--- config.mk ---
export PLATFORM = sky130hd
export DESIGN_NAME = mdu_div_iter
export DESIGN_NICKNAME = d
export VERILOG_FILES = /design/src/rtl/mdu_pkg.sv /design/src/rtl/mdu_div_iter.sv
export SDC_FILE = /design/constraint.sdc
export NUM_CORES = 1
export LEC_CHECK = 0
export ABC_AREA = 1
export CAP_MARGIN = 30
export CORE_ASPECT_RATIO = 1.25
export CORE_MARGIN = 2
export CORE_UTILIZATION = 35
export DETAILED_ROUTE_END_ITERATION = 10
export PLACE_DENSITY = 0.5
export SKIP_LAST_GASP = 1
export SYNTH_ARGS = -nofsm -noshare
export SYNTH_HDL_FRONTEND = slang
export SYNTH_SLANG_ARGS = --single-unit
export TNS_END_PERCENT = 1
--- constraint.sdc ---
create_clock -name clk -period 2.6 [get_ports clk]
set_input_delay 0.52 -clock clk [delete_from_list [all_inputs] [get_ports clk]]
set_output_delay 0.52 -clock clk [all_outputs]
set_load 0.01 [all_outputs]
--- src/rtl/mdu_pkg.sv ---
// Shared definitions for the multiply/divide unit: divider FSM encoding, latency,
// result field layout and two's-complement helpers.
package mdu_pkg;

    typedef logic [1:0] div_state_t;

    localparam div_state_t DIV_IDLE = 2'd0;
    localparam div_state_t DIV_CALC = 2'd1;
    localparam div_state_t DIV_FIX  = 2'd2;
    localparam div_state_t DIV_DONE = 2'd3;

    // Accept edge to result-valid cycle, in clocks.
    localparam int unsigned DIV_LATENCY = 34;

    // Result layout {quotient, remainder}; the HI/LO unit swaps these fields.
    localparam int unsigned DIV_WIDTH    = 32;
    localparam int unsigned DIV_QUOT_MSB = 2 * DIV_WIDTH - 1;
    localparam int unsigned DIV_QUOT_LSB = DIV_WIDTH;
    localparam int unsigned DIV_REM_MSB  = DIV_WIDTH - 1;
    localparam int unsigned DIV_REM_LSB  = 0;

    // Helpers work on a 64-bit container; callers zero-extend and truncate to their width.
    function automatic logic [63:0] cond_neg(input logic [63:0] v, input logic en);
        return en ? (~v + 64'd1) : v;
    endfunction

    function automatic logic [63:0] magnitude(input logic [63:0] v, input logic is_neg);
        return cond_neg(v, is_neg);
    endfunction

endpackage

--- src/rtl/mdu_div_iter.sv ---
// Iterative radix-2 restoring divider, signed or unsigned, fixed 34-cycle latency.
// Result {quotient, remainder} is held until the next completed divide.
module mdu_div_iter
    import mdu_pkg::*;
#(
    parameter int unsigned WIDTH = DIV_WIDTH
) (
    input  logic                 clk,
    input  logic                 rst,
    input  logic                 s_axis_tvalid,
    output logic                 s_axis_tready,
    input  logic                 s_axis_signed,
    input  logic [WIDTH-1:0]     s_axis_dividend_tdata,
    input  logic [WIDTH-1:0]     s_axis_divisor_tdata,
    input  logic                 flush,
    output logic                 busy,
    output logic                 m_axis_dout_tvalid,
    output logic [2*WIDTH-1:0]   m_axis_dout_tdata
);

    localparam int unsigned CntW = $clog2(WIDTH);

    div_state_t           state_q, state_d;
    logic [CntW-1:0]      cnt_q, cnt_d;
    logic                 a_neg_q, a_neg_d;
    logic                 b_neg_q, b_neg_d;
    logic                 b_zero_q, b_zero_d;
    logic [WIDTH-1:0]     a_raw_q, a_raw_d;
    logic [WIDTH-1:0]     bmag_q, bmag_d;
    logic [WIDTH-1:0]     rem_q, rem_d;
    logic [WIDTH-1:0]     quo_q, quo_d;
    logic [2*WIDTH-1:0]   dout_q, dout_d;
    logic                 valid_q, valid_d;

    logic                 accept;
    logic                 a_sign, b_sign;
    logic [WIDTH:0]       shifted;
    logic                 trial_ok;
    logic [WIDTH-1:0]     q_fix, r_fix;

    assign s_axis_tready      = (state_q == DIV_IDLE);
    assign busy               = (state_q != DIV_IDLE);
    assign m_axis_dout_tvalid = valid_q;
    assign m_axis_dout_tdata  = dout_q;

    assign accept = s_axis_tvalid & s_axis_tready & ~flush;
    assign a_sign = s_axis_signed & s_axis_dividend_tdata[WIDTH-1];
    assign b_sign = s_axis_signed & s_axis_divisor_tdata[WIDTH-1];

    // The restored remainder is always below |B|, so WIDTH bits hold it between steps.
    assign shifted  = {rem_q, quo_q[WIDTH-1]};
    assign trial_ok = (shifted >= {1'b0, bmag_q});

    assign q_fix = WIDTH'(cond_neg(64'(quo_q), a_neg_q ^ b_neg_q));
    assign r_fix = WIDTH'(cond_neg(64'(rem_q), a_neg_q));

    always_comb begin
        state_d  = state_q;
        cnt_d    = cnt_q;
        a_neg_d  = a_neg_q;
        b_neg_d  = b_neg_q;
        b_zero_d = b_zero_q;
        a_raw_d  = a_raw_q;
        bmag_d   = bmag_q;
        rem_d    = rem_q;
        quo_d    = quo_q;
        dout_d   = dout_q;
        valid_d  = 1'b0;

        case (state_q)
            DIV_IDLE: begin
                if (accept) begin
                    state_d  = DIV_CALC;
                    cnt_d    = '0;
                    a_neg_d  = a_sign;
                    b_neg_d  = b_sign;
                    b_zero_d = (s_axis_divisor_tdata == '0);
                    a_raw_d  = s_axis_dividend_tdata;
                    bmag_d   = WIDTH'(magnitude(64'(s_axis_divisor_tdata), b_sign));
                    quo_d    = WIDTH'(magnitude(64'(s_axis_dividend_tdata), a_sign));
                    rem_d    = '0;
                end
            end
            DIV_CALC: begin
                if (flush) begin
                    state_d = DIV_IDLE;
                end else begin
                    quo_d = {quo_q[WIDTH-2:0], trial_ok};
                    rem_d = trial_ok ? WIDTH'(shifted - {1'b0, bmag_q}) : shifted[WIDTH-1:0];
                    cnt_d = cnt_q + 1'b1;
                    if (cnt_q == CntW'(WIDTH - 1)) begin
                        state_d = DIV_FIX;
                    end
                end
            end
            DIV_FIX: begin
                if (flush) begin
                    state_d = DIV_IDLE;
                end else begin
                    state_d = DIV_DONE;
                    valid_d = 1'b1;
                    dout_d  = b_zero_q ? {{WIDTH{1'b1}}, a_raw_q} : {q_fix, r_fix};
                end
            end
            default: begin
                state_d = DIV_IDLE;
            end
        endcase
    end

    always_ff @(posedge clk) begin
        if (rst) begin
            state_q  <= DIV_IDLE;
            cnt_q    <= '0;
            a_neg_q  <= 1'b0;
            b_neg_q  <= 1'b0;
            b_zero_q <= 1'b0;
            a_raw_q  <= '0;
            bmag_q   <= '0;
            rem_q    <= '0;
            quo_q    <= '0;
            dout_q   <= '0;
            valid_q  <= 1'b0;
        end else begin
            state_q  <= state_d;
            cnt_q    <= cnt_d;
            a_neg_q  <= a_neg_d;
            b_neg_q  <= b_neg_d;
            b_zero_q <= b_zero_d;
            a_raw_q  <= a_raw_d;
            bmag_q   <= bmag_d;
            rem_q    <= rem_d;
            quo_q    <= quo_d;
            dout_q   <= dout_d;
            valid_q  <= valid_d;
        end
    end

endmodule

==> Yosys cells after proc, flatten, opt, wreduce, memory -nomap -nowiden <==
Cells that the tools add are included.
{ "word_totals": {"wordCells": 65, "reg_bits": 203, "inputBits": 69, "output_inout_bits": 67} }
{ "classes": {"order_cmp": 1, "bitwise_logic": 11, "n_addsub": 6, "muxes": 21, "n_reduce_logical": 9, "n_eq_ne": 6} }
{ "op_table": {"columns": ["cell", "count"], "rows": [
  ["$mux 32", 9],
  ["$add 32x1->32 const B", 4],
  ["$not 32->32", 4],
  ["$pmux 32 s2", 2],
  ["$mux 64", 1],
  ["$ge 33x32->1", 1],
  ["$logic_not 32->1", 1],
  ["$sub 32x32->32", 1],
  ["$mux 5", 2],
  ["$pmux 5 s2", 1],
  ["$mux 2", 4],
  ["$pmux 2 s3", 1],
  ["$reduce_and 2->1", 3],
  ["$add 5x1->5 const B", 1],
  ["$eq 5x5->1 const B", 1],
  ["$and 1x1->1", 4],
  ["$reduce_bool 2->1", 2],
  ["$ne 3x3->1 const B", 1],
  ["$reduce_and 3->1", 1],
  ["$eq 2x1->1 const B", 1],
  ["$eq 2x2->1 const B", 1],
  ["$logic_not 2->1", 1],
  ["$ne 2x1->1 const B", 1],
  ["$ne 2x2->1 const B", 1],
  ["other kinds (4)", 5]
]} }

==> Longest topological paths before layout <==
{ "logic_depth": {"depth_word": 5, "ltp_mapped": 17, "ltp_nobuf": 17} }

==> Worst setup path before layout <==
OpenSTA, ideal clock, no wires.
{ "synth_timing": {"path_kind": "register to register", "startpoint": "reg rem_q[27]", "endpoint": "reg rem_q[10]", "t_required_ns": 2.530, "n_path_buf": 1, "period_less_slack_ns": 1.933, "setup_ns": 0.070, "stages_incl_launch_ff": 12, "arrival_time_ns": 1.862, "path_slack_ns": 0.667, "path_cell_list": "dfxtp_1 -> ha_1 -> a21oi_1 -> nand2_1 -> a21boi_1 -> nand2_2 -> a21oi_4 -> nand2_4 -> buf_4 -> nand2_1 -> nand3_1 -> a21oi_1"} }
{ "synth_between": {"elab_chain_len": 4} }
{ "synth_rtl": {"columns": ["item", "line", "rtl"], "rows": [
  ["start: declaration", "mdu_div_iter.sv:30", "logic [WIDTH-1:0] rem_q, rem_d;"],
  ["start signal: assignment", "mdu_div_iter.sv:132", "rem_q <= rem_d;"],
  ["$ge 33x32->1", "mdu_div_iter.sv:52", "assign trial_ok = (shifted >= {1'b0, bmag_q});"],
  ["$mux 32", "mdu_div_iter.sv:89", "rem_d = trial_ok ? WIDTH'(shifted - {1'b0, bmag_q}) : shifted[WIDTH-1:0];"],
  ["$mux 32", "mdu_div_iter.sv:85", "if (flush) begin"],
  ["$pmux 32 s2", "mdu_div_iter.sv:70", "case (state_q)"]
]} }
No other way between the ends. The select of a mux whose other input is x is not followed.
A chain may end at the register's enable or synchronous reset.

==> Worst setup path after layout <==
{ "layout_timing": {"startpoint": "reg bmag_q[26]", "endpoint": "reg rem_q[21]"} }
{ "layout_between": {"elab_chain_len": 4} }
{ "layout_rtl": {"columns": ["item", "line", "rtl"], "rows": [
  ["start: declaration", "mdu_div_iter.sv:29", "logic [WIDTH-1:0] bmag_q, bmag_d;"],
  ["start signal: assignment", "mdu_div_iter.sv:131", "bmag_q <= bmag_d;"],
  ["$ge 33x32->1", "mdu_div_iter.sv:52", null],
  ["$mux 32", "mdu_div_iter.sv:89", null],
  ["$mux 32", "mdu_div_iter.sv:85", null],
  ["$pmux 32 s2", "mdu_div_iter.sv:70", null]
]} }
No other way between the ends. The select of a mux whose other input is x is not followed.

==> results by group <==
Place
  – Post-DP HPWL: 41,100 µm
  – Buffers on Ports: 135
  – Dpl cells: about 2,900
  – Gpl congestion: between 0.9 and 1

Clock network
  – Clk_lat worst skew: 550 ps
  – Clock Pin Slew Worst Setup and Hold Paths: 60 ps
  – CTS tree: yes
  – H-tree depth: 1
  – Num CTS Buffers: 26
  – Number of hold buffers added after CTS: 0
  – # clock sinks: 203
  – Clock Tree Root: clkbuf_16
  – Max clock buf depth: 3

Logic synthesis
  – Sequential share of the synthesized area: 0.295
  – Post-Syn Nets: 2,357
  – Number of synthesized register bits: around 200
  – Synth Cell Area: about 14,000 µm²
  – Cells after Synth: 2,249
  – Synth Warn #: 0
  – Cell variety after synth: 51
  – Mean Syn Cell Area: around 6 µm²

Final layout
  – Number of fill cells in the layout: approximately 4,200
  – Storage cell area: ~4000 µm²
  – Antenna cells: 0
  – Leading cell type in the layout, fill and taps excluded: nand2_1
  – Most frequent cells in the layout: nand2_1 (596), inv_1 (302), a21oi_1 (215)
  – Final core utilization: 0.434
  – Area Overhead vs Synth: 22.8%
  – Share of cells above drive strength 1: 0.0705
  – Nets: 2,501
  – Final cell count without fillers: about 2,900
  – Area of the multi-input gates: between 8000 and 9000 µm²

GRT
  – GRT Overall Usage: 0.255
  – First-pass GRT wire length: around 82,000 µm
  – Congestion Overflow GR: 0
  – Initial antenna violation count: 0
  – Number of global-route vias before repair: roughly 14,000
  – Pin count of the biggest net entering global routing: 72

Run
  – # Max-Cap Violations: 0

Power
  – Lkg Pwr: slightly above 8 nW
  – Pwr dens: roughly 550 nW/µm²
  – Maximum VDD drop: 0.421 mV

Detailed routing
  – DRC violations left: 0
  – Vias per cell: about 5.1
  – Via count: around 15,000
  – WL final: between 50,000 and 60,000 µm
  – Wirelength per Cell: 18.0 µm
  – Pre-antenna DRT Iters: 7
  – Post-route ant nets: 0
  – DRT iter0 DRCs: 985

Setup path
  – Critical path start-end classification: register to register
  – WP data arrival: slightly below 3000 ps
  – Crit Path Max Fanout: 16
  – Setup crit start kind: register
  – FF-to-FF Start: bmag_q[26]
  – Worst setup EP type: register
  – Req. time, crit path: 3070 ps
  – Crit path from: bmag_q[26]

STA
  – Hold Fails Final Rpt: 0
  – Setup TNS: 0 ps
  – Fmax: slightly above 400 MHz
  – Max-slew violations: 0
  – Max Clock Skew: ~21 ps
  – Minimum clock period: between 2000 and 2500 ps
  – Final setup viols: 0
  – Slew headroom: 0.582
  – RSZ-0062 raised after global routing: true
  – Slew @ Worst Pin: 622 ps
  – Final worst path period share: 0.942

Floorplan
  – Row cnt: 81
  – Initial Util: 0.354
  – Die width: between 150 and 200 µm
  – Core region area: roughly 40,000 µm²
  – Die height: about 230 µm
  – Boundary Pins: approximately 140
  – Die area: 41,000 µm²

Min path
  – Min-delay src: rst
  – Hold Crit Class: primary input to register

Status
  – Status: completed
==> area by class of cell <==
class / count / area share
sequential: 203 / 0.240
timing repair buffer: 207 / 0.119
multi-input combinational: 1638 / 0.483
clock buffer: 32 / 0.0428
tap: 498 / 0.0368
clock inverter: 14 / 0.00857
inverter: 317 / 0.0703
==> stage by stage <==
stage,worst slack [ps],hold WS (ps),total power [mW],area (µm²)
after floorplan,667,445,4.83,13800
after global placement,-177,451,5.64,16100
after detailed placement,-161,455,5.64,16100
after CTS,71.6,415,9.40,16900
after global routing,-19.5,470,9.79,16900
final,150,442,9.31,16900
==> per-layer routing <==
layer  up-vias  GRT usage  wire length [µm]
met3        84     0.0231              1600
met4         0     0.0889              1810
met1      6858      0.301             22300
met2       309      0.478             26700
li1       7633          -                 -
met5         -          0                 0
==> synth_stat cells (all sizes together) <==
cell,number,area share
nor2b,1,0.00045
and3,1,0.00045
nor3b,1,0.00054
nand2,607,0.17
nand3,201,0.073
a21boi,1,0.00054
nor3,32,0.013
a211oi,5,0.0027
o21ai,158,0.057
dfxtp,203,0.29
buf,32,0.012
o31ai,6,0.0033
a31o,3,0.0019
nor2,185,0.052
a21o,1,0.00054
o2111ai,1,0.00063
o22ai,5,0.0023
a21oi,217,0.080
o211ai,20,0.011
a31oi,14,0.0063
nand3b,7,0.0047
inv,317,0.086
and2,3,0.0014
xor2,39,0.025
a2bb2oi,1,0.00063
o21a,5,0.0027
xnor2,20,0.013
fa,1,0.0015
a41oi,1,0.00063
o221ai,22,0.014
nor4,7,0.0032
or2,7,0.0032
nand4,21,0.0095
o21bai,7,0.0038
clkbuf,59,0.016
ha,38,0.034
==> registers in the layout, indices dropped and copies added (netlist names) <==
| signal | count |
|---|---|
| b_zero_q | 1 |
| state_q | 2 |
| rem_q | 32 |
| a_raw_q | 32 |
| cnt_q | 5 |
| bmag_q | 32 |
| a_neg_q | 1 |
| b_neg_q | 1 |
| quo_q | 32 |
| m_axis_dout_tvalid | 1 |
| m_axis_dout_tdata | 64 |
==> final timing paths <==
path	to	slack, ps	cells after the start
setup / recovery	rem_q[21]	150	14
hold / removal	quo_q[1]	440	4
setup reg to reg	rem_q[21]	150	14
hold reg to reg	m_axis_dout_tdata[31]	460	2
==> where the power goes <==
group | internal [mW] | switching (mW)
registers | 3.25 | 0.133
logic | 0.776 | 1.43
clock network | 2.19 | 1.53
==> what timing repair did <==
item / 4_1_cts / 5_1_grt
hold endpoints to repair: 0 / 0
setup endpoints to repair: 3 / 26
gates resized for setup: 1 / 3
setup buffers: 0 / 0
==> worst max-delay path, cell delays in order (launching register included) <==
cell     delay [ps]
dfxtp_1         350
inv_1           130
ha_1            400
nand2_1         130
nor2_2          200
nand3_1         140
nor2_1          120
nand2_1         110
nand2_2         110
a21oi_4          80
nand2_8         140
nand2_4         160
nand2_1         130
nand2_1          60
a21oi_1         110
==> cells by family (layout without fill, tap and decap cells) <==
logic type | after synthesis | in the layout | share of synthesized area
compound gates | 467 | 467 | 0.188
buf+inv | 408 | 570 | 0.115
simple gates | 1073 | 1073 | 0.329
flops | 203 | 203 | 0.295
fa+ha+maj | 39 | 39 | 0.0359
xor+xnor | 59 | 59 | 0.0375
Power figures use the tool's default switching activity.
